`src/rtl/rf_wb_arbiter.sv`:
```
// Write-back arbiter for the register file's single write port, with a
// scoreboard of registers that have a long-latency (port B) write in flight.
module rf_wb_arbiter #(
  parameter int STARVE_LIMIT    = 4,
  parameter int MAX_OUTSTANDING = 4
) (
  input  logic        i_clk,
  input  logic        i_rst,
  input  logic        i_a_valid,
  output logic        o_a_ready,
  input  logic [4:0]  i_a_waddr,
  input  logic [31:0] i_a_wdata,
  input  logic        i_b_valid,
  output logic        o_b_ready,
  input  logic [4:0]  i_b_waddr,
  input  logic [31:0] i_b_wdata,
  input  logic        i_issue_valid,
  input  logic [4:0]  i_issue_rd,
  output logic        o_issue_ready,
  input  logic [4:0]  i_rs1_raddr,
  input  logic [4:0]  i_rs2_raddr,
  output logic        o_raw_stall,
  output logic        o_rd_wen,
  output logic [4:0]  o_rd_waddr,
  output logic [31:0] o_rd_wdata,
  output logic [31:0] o_busy,
  output logic        o_err
);

  localparam int CW = $clog2(MAX_OUTSTANDING + 1);
  localparam logic [CW-1:0] MAX_OUT = CW'(MAX_OUTSTANDING);
  localparam logic [3:0]    SLIMIT  = 4'(STARVE_LIMIT);

  logic [31:0]   busy_q, busy_d;
  logic [CW-1:0] out_cnt_q, out_cnt_d;
  logic [3:0]    starve_q, starve_d;
  logic          err_q, err_d;

  logic a_blk, a_elig, grant_a, grant_b, issue_acc, retire_dec;

  // Grant: A has priority unless B has waited STARVE_LIMIT cycles.
  always_comb begin
    a_blk   = (i_a_waddr != 5'd0) && busy_q[i_a_waddr];
    a_elig  = i_a_valid && !a_blk;
    grant_a = 1'b0;
    grant_b = 1'b0;
    if (!i_rst) begin
      if (a_elig && i_b_valid) begin
        if (starve_q == SLIMIT) grant_b = 1'b1;
        else                    grant_a = 1'b1;
      end else if (a_elig) begin
        grant_a = 1'b1;
      end else if (i_b_valid) begin
        grant_b = 1'b1;
      end
    end
  end

  always_comb begin
    o_rd_waddr = 5'd0;
    o_rd_wdata = 32'd0;
    if (grant_a) begin
      o_rd_waddr = i_a_waddr;
      o_rd_wdata = i_a_wdata;
    end else if (grant_b) begin
      o_rd_waddr = i_b_waddr;
      o_rd_wdata = i_b_wdata;
    end
  end

  assign o_a_ready     = grant_a;
  assign o_b_ready     = grant_b;
  assign o_rd_wen      = (grant_a || grant_b) && (o_rd_waddr != 5'd0);
  assign o_issue_ready = !i_rst && (out_cnt_q < MAX_OUT) &&
                         ((i_issue_rd == 5'd0) || !busy_q[i_issue_rd]);
  assign issue_acc     = i_issue_valid && o_issue_ready;
  assign retire_dec    = grant_b && (out_cnt_q != '0);
  assign o_raw_stall   = ((i_rs1_raddr != 5'd0) && busy_q[i_rs1_raddr]) ||
                         ((i_rs2_raddr != 5'd0) && busy_q[i_rs2_raddr]);
  assign o_busy        = i_rst ? 32'd0 : busy_q;
  assign o_err         = i_rst ? 1'b0 : err_q;

  always_comb begin
    busy_d    = busy_q;
    out_cnt_d = out_cnt_q;
    err_d     = err_q;
    starve_d  = starve_q;
    if (grant_b) begin
      busy_d[i_b_waddr] = 1'b0;
      if (out_cnt_q == '0) err_d = 1'b1;
      if ((i_b_waddr != 5'd0) && !busy_q[i_b_waddr]) err_d = 1'b1;
    end
    // Issue never targets a busy rd, so set and clear cannot collide.
    if (issue_acc && (i_issue_rd != 5'd0)) busy_d[i_issue_rd] = 1'b1;
    busy_d[0] = 1'b0;
    case ({issue_acc, retire_dec})
      2'b10:   out_cnt_d = out_cnt_q + 1'b1;
      2'b01:   out_cnt_d = out_cnt_q - 1'b1;
      default: out_cnt_d = out_cnt_q;
    endcase
    if (grant_b || !i_b_valid)  starve_d = 4'd0;
    else if (starve_q < SLIMIT) starve_d = starve_q + 4'd1;
  end

  always_ff @(posedge i_clk or posedge i_rst) begin
    if (i_rst) begin
      busy_q    <= 32'd0;
      out_cnt_q <= '0;
      starve_q  <= 4'd0;
      err_q     <= 1'b0;
    end else begin
      busy_q    <= busy_d;
      out_cnt_q <= out_cnt_d;
      starve_q  <= starve_d;
      err_q     <= err_d;
    end
  end

endmodule

```
`config.mk`:
```
export PLATFORM = sky130hd
export DESIGN_NAME = rf_wb_arbiter
export DESIGN_NICKNAME = d
export VERILOG_FILES = /design/src/rtl/rf_wb_arbiter.sv
export SDC_FILE = /design/constraint.sdc
export NUM_CORES = 1
export LEC_CHECK = 0
export ABC_AREA = 1
export CAP_MARGIN = 10
export CORE_UTILIZATION = 40
export CTS_BUF_LIST = sky130_fd_sc_hd__clkbuf_4 sky130_fd_sc_hd__clkbuf_8 sky130_fd_sc_hd__clkbuf_16
export DETAILED_ROUTE_END_ITERATION = 8
export GPL_ROUTABILITY_DRIVEN = 1
export PLACE_DENSITY = 0.81
export SETUP_SLACK_MARGIN = 0.02
export SLEW_MARGIN = 20
export SYNTH_ARGS = -nofsm -noshare
export SYNTH_HDL_FRONTEND = slang
export SYNTH_SLANG_ARGS = --single-unit
```
`constraint.sdc`:
```
create_clock -name i_clk -period 7.1 [get_ports i_clk]
set_clock_uncertainty 0.1 [all_clocks]
set_input_delay 0.71 -clock i_clk [delete_from_list [all_inputs] [get_ports i_clk]]
set_output_delay 0.71 -clock i_clk [all_outputs]
set_load 0.01 [all_outputs]
```
==> results.sh <==
export IMPL_yosysSeqAreaShare_pct=24.8
export IMPL_wl_met1_mm=7.53
export IMPL_crit_type="in2out"
export IMPL_cts_sinks=39
export IMPL_grt_usage_pct=34.3
export IMPL_drtIter0Drc=698
export IMPL_drv_cap=0
export IMPL_ys_ff_latch=39
export IMPL_cts_tree="yes"
export IMPL_highest_layer="met4"
export IMPL_hold_violations=0
export IMPL_crit_path_end_kind="primary output"
export IMPL_cts_made_buffers=5
export IMPL_port_buffer_count=167
export IMPL_die_y_um=101
export IMPL_ctsResizeCount=0
export IMPL_vias_per_cell=5.75
export IMPL_antenna_found_initial=0
export IMPL_synthArstFlopShare_pct=100
export IMPL_cp_required_ns=6.29
export IMPL_grt_max_degree=41
export IMPL_rsz0062_at_grt="false"
export IMPL_post_dp_hpwl_mm=13.7
export IMPL_synth_edf_count=0
export IMPL_layout_commonest_cell="clkdlybuf4s50_1"
export IMPL_grt_pass1_vias=4935
export IMPL_num_fill_cells=960
export IMPL_wl_per_cell_um=19.5
export IMPL_vias=5240
export IMPL_grt_pass1_wl_mm=26.6
export IMPL_synth_cell_types=35
export IMPL_antenna_cells=0
export IMPL_syn_to_final_growth_pct=46.0
export IMPL_wl_met2_mm=8.11
export IMPL_min_path_type="reg2reg"
export IMPL_clk_path_buf_depth=2
export IMPL_dr_wl_met3_mm=1.69
export IMPL_status="finished, final reports clean"
export IMPL_fin_nets=880
export IMPL_coreArea_um2=9370
export IMPL_htreeDepth=2
export IMPL_worstMarginPinSlew_ns=0.946
export IMPL_final_cell_mix="167 x clkdlybuf4s50_1, 132 x nand2_1, 86 x o21ai_0"
export IMPL_wl_mm=17.8
export IMPL_drv_slew=0
export IMPL_dr_pass1_iters=5
export IMPL_insertion_delay_ns=0.29
export IMPL_relSlewSlack_pct=36.7
export IMPL_cts_root_buffer="clkbuf_8"
export IMPL_die_x_um=101
export IMPL_fp_row_count=35
export IMPL_powerDensity_nw_per_um2=189
export IMPL_drive_gt1_share_pct=3.19
export IMPL_startpoint_type="primary input"
export IMPL_irDropWorstVdd_v=0.000275
export IMPL_crit_arrival_ns=3.95
export IMPL_ys_warn_count=0
export IMPL_leakage_nw=2.44
export IMPL_pin_count=169
export IMPL_setup_violations=0
export IMPL_fin_hold_ws_ns=0.361
export IMPL_ys_flop_type="dfrtp_1"
export IMPL_ant_nets=0
export IMPL_start_util_pct=41.9
export IMPL_grt_overflow=0
export IMPL_cts_setup_buffers=0
export IMPL_max_freq_mhz=210
export IMPL_placed_cell_area_um2=5600
export IMPL_synth_area_um2=3930
export IMPL_clk_pin_slew_ns=0.08
export IMPL_synth_net_count=735
export IMPL_die_area_um2=10200
export IMPL_post_route_drc_count=0
export IMPL_fin_area_um2=5740
export IMPL_syn_avg_cell_area_um2=6.17
export IMPL_critPathMaxFanout=34
export IMPL_gp_congestion=0.955
export IMPL_final_min_clock_period_ns=4.76
export IMPL_netlist_instances=637
export IMPL_holdBufCountCts=0
export IMPL_period_share_pct=67.0
export IMPL_setup_tns_ns=0
final cells by class:
type,instances,area [µm²],share of cell area [%]
Multi-Input combinational cell,490,2480,43.3
Timing Repair Buffer,169,1690,29.4
Sequential cell,39,976,17.0
Inverter,77,292,5.08
Tap cell,129,161,2.81
Clock buffer,6,76.3,1.33
Clock inverter,2,60.1,1.05
layer usage:
metal  track usage (%)  vias up
met5                 0        -
met4              10.1        0
met3              5.69       39
met2              53.7      311
met1              48.5     2428
li1                  -     2462
worst paths after layout:
check | startpoint | endpoint | slack, ns | cells past startpoint
max | i_a_waddr[0] | o_rd_wen | 2.34 | 16
min | err_q | err_q | 0.36 | 2
max reg2reg | busy_q[10] | out_cnt_q[1] | 3.71 | 12
min reg2reg | err_q | err_q | 0.36 | 2
max in group asynchronous | i_rst | busy_q[26] | 5.52 | 4
min in group asynchronous | i_rst | err_q | 1.02 | 4
worst max-delay path: stages:
cell and delay [ns]:
clkdlybuf4s50_1 0.83, inv_2 0.22, nand2_1 0.11, nand2_1 0.05, nand2_1 0.06, nand3_1 0.07, nand3_1 0.08, nand2_1 0.09
a21boi_2 0.20, nand3_1 0.13, inv_2 0.46, nand2_1 0.10, nand2_1 0.11, nor2_1 0.04, nand3_1 0.10, clkdlybuf4s50_1 0.55
where the power goes:
group / leakage [nW] / internal (W) / switching [W] / total, W
sequential: 0.515 / 0.000275 / 0.0000832 / 0.000359
combinational: 1.85 / 0.000217 / 0.000289 / 0.000506
clock: 0.0688 / 0.000144 / 0.0000772 / 0.000222
total: 2.44 / 0.000637 / 0.000449 / 0.00109
metrics by stage:
stage	utilization (%)	total power (W)	std cells	setup slack, ns
2_1_floorplan	-	0.000592	637	3.65
3_3_place_gp	59.7	0.000844	904	2.40
3_5_place_dp	59.7	0.000851	904	2.42
4_1_cts	61.2	0.00108	912	2.41
5_1_grt	61.2	0.00115	912	2.11
6_report	61.2	0.00109	912	2.34
kinds of logic after synthesis:
kind of cell | count (synthesis) | synth area share (%)
adder cells (fa/ha/maj) | 4 | 1.47
AO/OA/AOI/OAI | 199 | 29.6
XOR/XNOR | 3 | 0.669
buffers and inverters | 108 | 12.0
flip-flops | 39 | 24.8
AND/OR/NAND/NOR | 283 | 31.3
other | 1 | 0.0954
synth_stat cells (4+ instances only):
cell type	instances	area share, %
buf_4	9	1.7
dfrtp_1	39	25
a22o_1	32	7.1
clkbuf_1	13	1.2
buf_2	4	0.51
nand4_1	6	0.96
inv_2	4	0.38
o21ai_1	21	2.7
inv_1	72	6.9
o21ai_0	86	11
a21oi_1	34	4.3
nor2_1	61	5.8
o31ai_1	6	1.1
nor3_1	18	2.3
nand2_1	132	13
o22ai_1	16	2.5
nand3_1	58	7.4
registers in the layout (all words and copies together), names as in the netlist:
name and cells:
busy_q 31, starve_q 4, out_cnt_q 3, err_q 1
No activity file was read; power rests on OpenSTA's default activity.
